## src/rtl/dmem_arbiter_pkg.sv

```systemverilog
// Shared types for the data-memory port arbiter: request payload bundle,
// transaction owner and sequencer state.
package dmem_arbiter_pkg;

  typedef struct packed {
    logic [63:0] addr;
    logic [63:0] wdata;
    logic [7:0]  byte_en;
    logic        wen;
  } dmem_req_t;

  typedef enum logic [1:0] {
    OWN_NONE = 2'd0,
    OWN_P    = 2'd1,
    OWN_D    = 2'd2
  } dmem_owner_e;

  typedef enum logic {
    IDLE     = 1'b0,
    WAIT_RSP = 1'b1
  } dmem_arb_state_e;

endpackage

```

## src/rtl/dmem_arbiter_select.sv

```systemverilog
// Requester selection: fixed priority to P, D forced once it has been passed
// over STARVE_LIMIT times; a held (locked) selection overrides both.
module dmem_arb_select
  import dmem_arbiter_pkg::*;
#(
  parameter int STARVE_LIMIT = 4,
  parameter int CNT_W        = 4
) (
  input  logic             p_req,
  input  logic             d_req,
  input  logic [CNT_W-1:0] starve_cnt,
  input  logic             lock_valid,
  input  dmem_owner_e      lock_sel,
  output dmem_owner_e      sel
);

  logic d_starved;

  assign d_starved = (starve_cnt >= CNT_W'(STARVE_LIMIT));

  always_comb begin
    sel = OWN_P;
    if (lock_valid) begin
      sel = lock_sel;
    end else if (d_req && (!p_req || d_starved)) begin
      sel = OWN_D;
    end
  end

endmodule

```

## src/rtl/dmem_arbiter.sv

```systemverilog
// Two-requester arbiter/sequencer for the single data-memory port: one
// transaction outstanding, zero-bubble reissue on the response cycle.
module dmem_arbiter
  import dmem_arbiter_pkg::*;
#(
  parameter int STARVE_LIMIT = 4,
  parameter int CNT_W        = 4
) (
  input  logic        clk,
  input  logic        rst_n,
  input  logic        p_req,
  input  logic [63:0] p_addr,
  input  logic [63:0] p_wdata,
  input  logic [7:0]  p_byte_en,
  input  logic        p_wen,
  output logic        p_gnt,
  output logic        p_rvalid,
  output logic [63:0] p_rdata,
  input  logic        d_req,
  input  logic [63:0] d_addr,
  input  logic [63:0] d_wdata,
  input  logic [7:0]  d_byte_en,
  input  logic        d_wen,
  output logic        d_gnt,
  output logic        d_rvalid,
  output logic [63:0] d_rdata,
  output logic        m_req,
  output logic [63:0] m_addr,
  output logic [63:0] m_wdata,
  output logic [7:0]  m_byte_en,
  output logic        m_wen,
  input  logic        m_gnt,
  input  logic        m_rvalid,
  input  logic [63:0] m_rdata,
  output logic        unexpected_rsp
);

  dmem_arb_state_e  state_reg, state_next;
  dmem_owner_e      owner_reg, owner_next;
  logic             lock_valid_reg, lock_valid_next;
  dmem_owner_e      lock_sel_reg, lock_sel_next;
  logic [CNT_W-1:0] cnt_reg, cnt_next;

  dmem_owner_e sel;
  logic        sel_d;
  logic        issue_win;
  logic        accept;
  logic        rsp_live;
  dmem_req_t   p_bus, d_bus, m_bus;

  dmem_arb_select #(
    .STARVE_LIMIT(STARVE_LIMIT),
    .CNT_W       (CNT_W)
  ) u_select (
    .p_req     (p_req),
    .d_req     (d_req),
    .starve_cnt(cnt_reg),
    .lock_valid(lock_valid_reg),
    .lock_sel  (lock_sel_reg),
    .sel       (sel)
  );

  assign sel_d = (sel == OWN_D);
  assign p_bus = '{addr: p_addr, wdata: p_wdata, byte_en: p_byte_en, wen: p_wen};
  assign d_bus = '{addr: d_addr, wdata: d_wdata, byte_en: d_byte_en, wen: d_wen};
  assign m_bus = sel_d ? d_bus : p_bus;

  // A new request may go out while idle, or alongside the response that
  // retires the outstanding one.
  assign issue_win = (state_reg == IDLE) || m_rvalid;
  assign m_req     = rst_n && issue_win && (p_req || d_req);
  assign m_addr    = m_bus.addr;
  assign m_wdata   = m_bus.wdata;
  assign m_byte_en = m_bus.byte_en;
  assign m_wen     = m_req && m_bus.wen;

  assign accept = m_req && m_gnt;
  assign p_gnt  = accept && !sel_d;
  assign d_gnt  = accept && sel_d;

  assign rsp_live       = m_rvalid && (state_reg == WAIT_RSP);
  assign p_rvalid       = rsp_live && (owner_reg == OWN_P);
  assign d_rvalid       = rsp_live && (owner_reg == OWN_D);
  assign p_rdata        = m_rdata;
  assign d_rdata        = m_rdata;
  assign unexpected_rsp = rst_n && m_rvalid && (state_reg == IDLE);

  always_comb begin
    state_next      = state_reg;
    owner_next      = owner_reg;
    lock_valid_next = lock_valid_reg;
    lock_sel_next   = lock_sel_reg;
    cnt_next        = cnt_reg;

    if (accept) begin
      state_next      = WAIT_RSP;
      owner_next      = sel;
      lock_valid_next = 1'b0;
    end else begin
      if (rsp_live) begin
        state_next = IDLE;
        owner_next = OWN_NONE;
      end
      if (m_req) begin
        lock_valid_next = 1'b1;
        lock_sel_next   = sel;
      end
    end

    if (!d_req || (accept && sel_d)) begin
      cnt_next = '0;
    end else if (accept && (cnt_reg != {CNT_W{1'b1}})) begin
      cnt_next = cnt_reg + 1'b1;
    end
  end

  always_ff @(posedge clk or negedge rst_n) begin
    if (!rst_n) begin
      state_reg      <= IDLE;
      owner_reg      <= OWN_NONE;
      lock_valid_reg <= 1'b0;
      lock_sel_reg   <= OWN_NONE;
      cnt_reg        <= '0;
    end else begin
      state_reg      <= state_next;
      owner_reg      <= owner_next;
      lock_valid_reg <= lock_valid_next;
      lock_sel_reg   <= lock_sel_next;
      cnt_reg        <= cnt_next;
    end
  end

endmodule

```

## config.mk

```make
export PLATFORM = sky130hd
export DESIGN_NAME = dmem_arbiter
export DESIGN_NICKNAME = d
export VERILOG_FILES = /design/src/rtl/dmem_arbiter_pkg.sv /design/src/rtl/dmem_arbiter_select.sv /design/src/rtl/dmem_arbiter.sv
export SDC_FILE = /design/constraint.sdc
export NUM_CORES = 1
export LEC_CHECK = 0
export ABC_AREA = 1
export CAP_MARGIN = 0
export CELL_PAD_IN_SITES_DETAIL_PLACEMENT = 1
export CELL_PAD_IN_SITES_GLOBAL_PLACEMENT = 1
export CORE_AREA = 8 8 232 234
export DETAILED_ROUTE_END_ITERATION = 7
export DIE_AREA = 0 0 240 242
export PLACE_DENSITY_LB_ADDON = 0.1
export SYNTH_ARGS = -nofsm -noshare
export SYNTH_HDL_FRONTEND = slang
export SYNTH_SLANG_ARGS = --single-unit
export TNS_END_PERCENT = 5
```

## constraint.sdc

```tcl
create_clock -name clk -period 1.8 [get_ports clk]
set_clock_uncertainty 0.1 [all_clocks]
set_input_delay 0.36 -clock clk [delete_from_list [all_inputs] [get_ports clk]]
set_output_delay 0.36 -clock clk [all_outputs]
set_load 0.02 [all_outputs]
```

Yosys cells after proc, flatten, opt, wreduce, memory -nomap -nowiden. Index checks and enable logic that the tools add are counted.

Bitwise operators: 2. $lt $le $gt $ge: 1. Add/sub/neg operators: 1. Mux-type cells: 11. Reduce and logical (&&, ||, !) cells: 24. Equality and inequality tests: 4.

Operators by type and width (count): 137-bit two-way mux (1); 1-bit logical AND (13); 2-bit two-way mux (4); 4-bit two-way mux (2); 2-bit nonzero test (3); 4-bit by 1-bit adder with 4-bit output (second input constant) (1); 2-bit == test (second input constant) (2); 4-bit by 3-bit >= comparator with 1-bit output (second input constant) (1); 1-bit logical OR (4); 1-bit two-way mux (4); 4-bit inequality test (second input constant) (1); 1-bit zero test (3); 2-bit by 1-bit == test with 1-bit output (second input constant) (1); 1-bit inverter (2); 2-bit AND reduction (1).

Input port bits: 344. Register bits after elaboration: 10.

Logic depth before layout (Yosys ltp).
Word-level depth: 9. Gate-level depth with buffers: 9. Mapped depth without buffers: 9.

By module. Synthesis repeated with hierarchy kept, for this count alone.

Cell total of the unflattened synthesis: 649. Area total of the unflattened synthesis: 3350.7 µm².

Modules (own cells, without submodules): dmem_arbiter (area an instance 3305.7 µm², instances 1, cells each 639); dmem_arb_select (area an instance 45.0 µm², instances 1, cells each 10).

Least setup slack after synthesis. No wires, ideal clock.

Path kind: flip-flop to output port. Start: register cnt_reg[2]. End: output port m_addr[61]. Path buffers: 1. Data required time: 1.340 ns. Cell stages (with the launch flop): 8. Arrival time: 1.393 ns. Slack: -0.053 ns. Path through: dfrtp_1 > inv_2 > nand3_1 > nand2_1 > nand2_2 > nand3_4 > buf_2 > o21ai_0.

Cells in the longest elaborated chain, start to end: 7.

Ends and longest elaborated chain: start: declaration (RTL line dmem_arbiter.sv:42) `logic [CNT_W-1:0] cnt_reg, cnt_next;`; start signal: assignment (RTL line dmem_arbiter.sv:129) `cnt_reg <= cnt_next;`; 4-bit by 3-bit >= comparator with 1-bit output (RTL line dmem_arbiter_select.sv:19) `assign d_starved = (starve_cnt >= CNT_W'(STARVE_LIMIT));`; 1-bit logical OR (RTL line dmem_arbiter_select.sv:25) `end else if (d_req && (!p_req || d_starved)) begin`; 1-bit logical AND (RTL line dmem_arbiter_select.sv:25); 2-bit two-way mux (RTL line dmem_arbiter_select.sv:25); 2-bit two-way mux (RTL line dmem_arbiter_select.sv:23) `if (lock_valid) begin`; 2-bit == test (RTL line dmem_arbiter.sv:63) `assign sel_d = (sel == OWN_D);`; 137-bit two-way mux (RTL line dmem_arbiter.sv:66) `assign m_bus = sel_d ? d_bus : p_bus;`; end: declaration (RTL line dmem_arbiter.sv:28) `output logic [63:0] m_addr,`.

Every way passes these cells.

Final worst setup path.
Start: register cnt_reg[3]. End: output port m_wdata[30].

Cells in the longest elaborated chain, start to end: 7.

Ends and longest elaborated chain: 4-bit by 3-bit >= comparator with 1-bit output (RTL line dmem_arbiter_select.sv:19); 1-bit logical OR (RTL line dmem_arbiter_select.sv:25); 1-bit logical AND (RTL line dmem_arbiter_select.sv:25); 2-bit two-way mux (RTL line dmem_arbiter_select.sv:25); 2-bit two-way mux (RTL line dmem_arbiter_select.sv:23); 2-bit == test (RTL line dmem_arbiter.sv:63); 137-bit two-way mux (RTL line dmem_arbiter.sv:66); end: declaration (RTL line dmem_arbiter.sv:29) `output logic [63:0] m_wdata,`.

Every way passes these cells.

==> impl_metrics.csv <==
group,metric,value,unit
run_status,outcome,"finished with violations",
run_status,violations,"negative setup slack",
floorplan,die_w,240,um
detailed_routing,drtIter0Drc,53,
synth,ys_top_cells_by_area,"o21ai_2, buf_4, nand2_1",
global_routing,antenna_found_initial,8,
timing,rsz0062_at_grt,"yes",
timing,tns,-54020,ps
timing,max_freq,439,MHz
timing,drv_slew,0,
detailed_routing,wirelength,28100,um
placed_design,place.gp.congestion,0.734,
worst_setup_path,cp.arrival,1820,ps
timing,min_period,2280,ps
clock_tree,htree_levels,1,
worst_setup_path,crit_required,1340,ps
placed_design,placed_cell_area,8180,um2
synth,ys_ff_latch,10,
clock_tree,clock_latency,240,ps
power_and_ir_drop,internal_power,0.00428,W
synth,synth_top_area_share,24.3,%
synth,yosys_warnings,0,
detailed_routing,via_count,5073,
finish,final_common_cell,"clkdlybuf4s50_1",
finish,area_growth,132,%
worst_setup_path,endpoint_kind,"output port",
power_and_ir_drop,p_clk_share,5.5,%
floorplan,dieArea,58100,um2
power_and_ir_drop,power_frac_comb,91.0,%
finish,final_cell_mix,"clkdlybuf4s50_1, inv_1, nand2_1, buf_6, o21ai_2",
timing,hold_ws,134,ps
synth,syn_area_per_cell,6.15,um2
worst_setup_path,cp-start-kind,"register",
floorplan,io_pins,615,
power_and_ir_drop,switching_share,46.5,%
worst_setup_path,cp_slowest_cell,"dfrtp_1",
timing,fin_ws,-478,ps
global_routing,overflow,0,
floorplan,die_h,242,um
worst_setup_path,r2r_setup_slack,140,ps
finish,seq_area,250,um2
job,max_cap_viol_count,0,
clock_tree,numCtsBuffers,3,
clock_tree,cts.hold.buffers_added,0,
floorplan,row_count,83,
hold_path,hold_class,"input port to asynchronous set/reset pin",
detailed_routing,dr.pass1.iters,4,
worst_setup_path,slowest_delay,350,ps
synth,synth_area,4000,um2
timing,worst_pin_slew,278,ps
worst_setup_path,worst-path-buf-inv,6,
worst_setup_path,crit_type,"register to output port",
finish,multi_input_area,2150,um2
global_routing,grt_pass1_wl,37700,um
clock_tree,cts_tree,"built",
timing,fin_crit_sh,127,%
clock_tree,clk_pin_slew_worst_paths,40,ps
power_and_ir_drop,ir_drop,0.275,mV
synth,synth_top_area_cell,"o21ai_2",
timing,slew_headroom,81.4,%
synth,syn_nets,995,
power_and_ir_drop,p_leak,4.34,nW
placed_design,dp_cells,1637,
power_and_ir_drop,cellPowerDensity,865,nW/um2
finish,final_nets,1331,
finish,layoutNonFillerInstCount,1667,
worst_setup_path,crit_fanout,8,
placed_design,portBuffers,422,
worst_setup_path,path_delay_family,"buffers and inverters",
worst_setup_path,path_cells,"inv_2 > nand3_2 > nand2_2 > nand2_2 > nand3_4 > buf_8 > buf_16 > buf_16 > buf_6 > o21ai_2 > buf_12",
timing,setup_violations,139,
detailed_routing,viasPerCell,3.04,
global_routing,grtUsageTotal,8.54,%
detailed_routing,drc,0,
power_and_ir_drop,p_sw,0.00373,W
finish,fin_area,9270,um2
clock_tree,cts.sinks,10,
synth,synth_cells,650,
detailed_routing,ant_nets,0,
placed_design,dp_hpwl,23400,um
finish,fill_cells,6089,
global_routing,grt_pass1_vias,5452,
finish,drive_above_1_share,39.4,%
floorplan,initial_core_util,7.92,%
clock_tree,root_buffer,"clkbuf_16",
synth,ys_types,24,
detailed_routing,wire_per_inst,16.8,um
global_routing,grt_max_degree,33,
finish,largest_reg_flops,4,
floorplan,core_area,50500,um2
timing,finalHoldViolCount,0,
synth,ys_seq_area_share,6.26,%
power_and_ir_drop,sequentialPowerShare,3.5,%
clock_tree,clk_path_buf_depth,2,
## Yosys cell counts
master	number
o21ai_1	20
o22ai_1	1
nor3_1	2
a21oi_1	3
nor2_1	11
nand2_2	1
nor2_4	1
ha_1	1
buf_2	2
nand4_1	4
o21ai_2	111
a31oi_1	1
nand3_4	1
clkbuf_1	1
inv_2	4
or2_4	1
nand2_1	160
dfrtp_1	10
o21ai_0	7
nand3_2	1
nand3_1	5
buf_6	27
inv_1	147
buf_4	128
## metal layers
layer | GRT usage (%) | vias to the layer above | share of wire [%]
met4 | 1.34 | 12 | 1.4
met1 | 8.35 | 2240 | 35
li1 | - | 2492 | -
met3 | 4.53 | 46 | 12
met5 | 0 | - | 0.28
met2 | 15.9 | 283 | 51
## worst register-to-register path, stage by stage, from the launching register on
cell and delay [ps]:
dfrtp_1 350, inv_2 50, nand3_2 70, nand2_2 50, nand2_2 80, nand3_4 100, buf_8 160, buf_16 150
buf_6 150, o21ai_4 210, nor2_1 70
## metrics by stage
step,utilization [%],power [W],setup WS [ps]
after floorplan,-,0.00376,-52.6
after global placement,16.2,0.00625,-1110
after detailed placement,16.2,0.00623,-1120
after CTS,17.2,0.00722,-636
after global routing,18.4,0.00860,-596
final,18.4,0.00801,-478
## power by group through the flow
stage | sequential [W] | combinational (W) | clock (W)
2_1_floorplan | 0.000274 | 0.00349 | 0
3_3_place_gp | 0.000279 | 0.00597 | 0
3_5_place_dp | 0.000279 | 0.00595 | 0
4_1_cts | 0.000277 | 0.00648 | 0.000457
5_1_grt | 0.000281 | 0.00784 | 0.000474
6_report | 0.000276 | 0.00729 | 0.000444
## cell families after synthesis
logic type,synth area share (%)
simple gates,18.9
compound gates,28.4
fa+ha+maj,0.313
buf+inv,46.2
flops,6.26
## cell type report
class	instances	area share (%)
multi-input cells	331	23.2
well taps	680	9.18
repair buffers	489	57.8
clock buffers	4	0.959
diodes	2	0.0540
inverters	151	6.12
flip-flops and latches	10	2.70
## worst paths after layout
| path | end | depth (start not counted) | startpoint |
|---|---|---|---|
| min in group clk | lock_sel_reg[1] | 2 | lock_sel_reg[1] |
| setup reg to reg | cnt_reg[2] | 10 | cnt_reg[3] |
| hold reg to reg | lock_sel_reg[1] | 2 | lock_sel_reg[1] |
| hold / removal | state_reg | 2 | rst_n |
| max in group asynchronous | cnt_reg[0] | 3 | rst_n |
| setup / recovery | m_wdata[30] | 11 | cnt_reg[3] |
## what timing repair did
item	CTS	global route
setup buffers	7	2
gates cloned	5	11
endpoints found under the setup margin	149	146
pin swaps	2	4
gates resized for setup	602	242
Power figures use the tool's default switching activity.
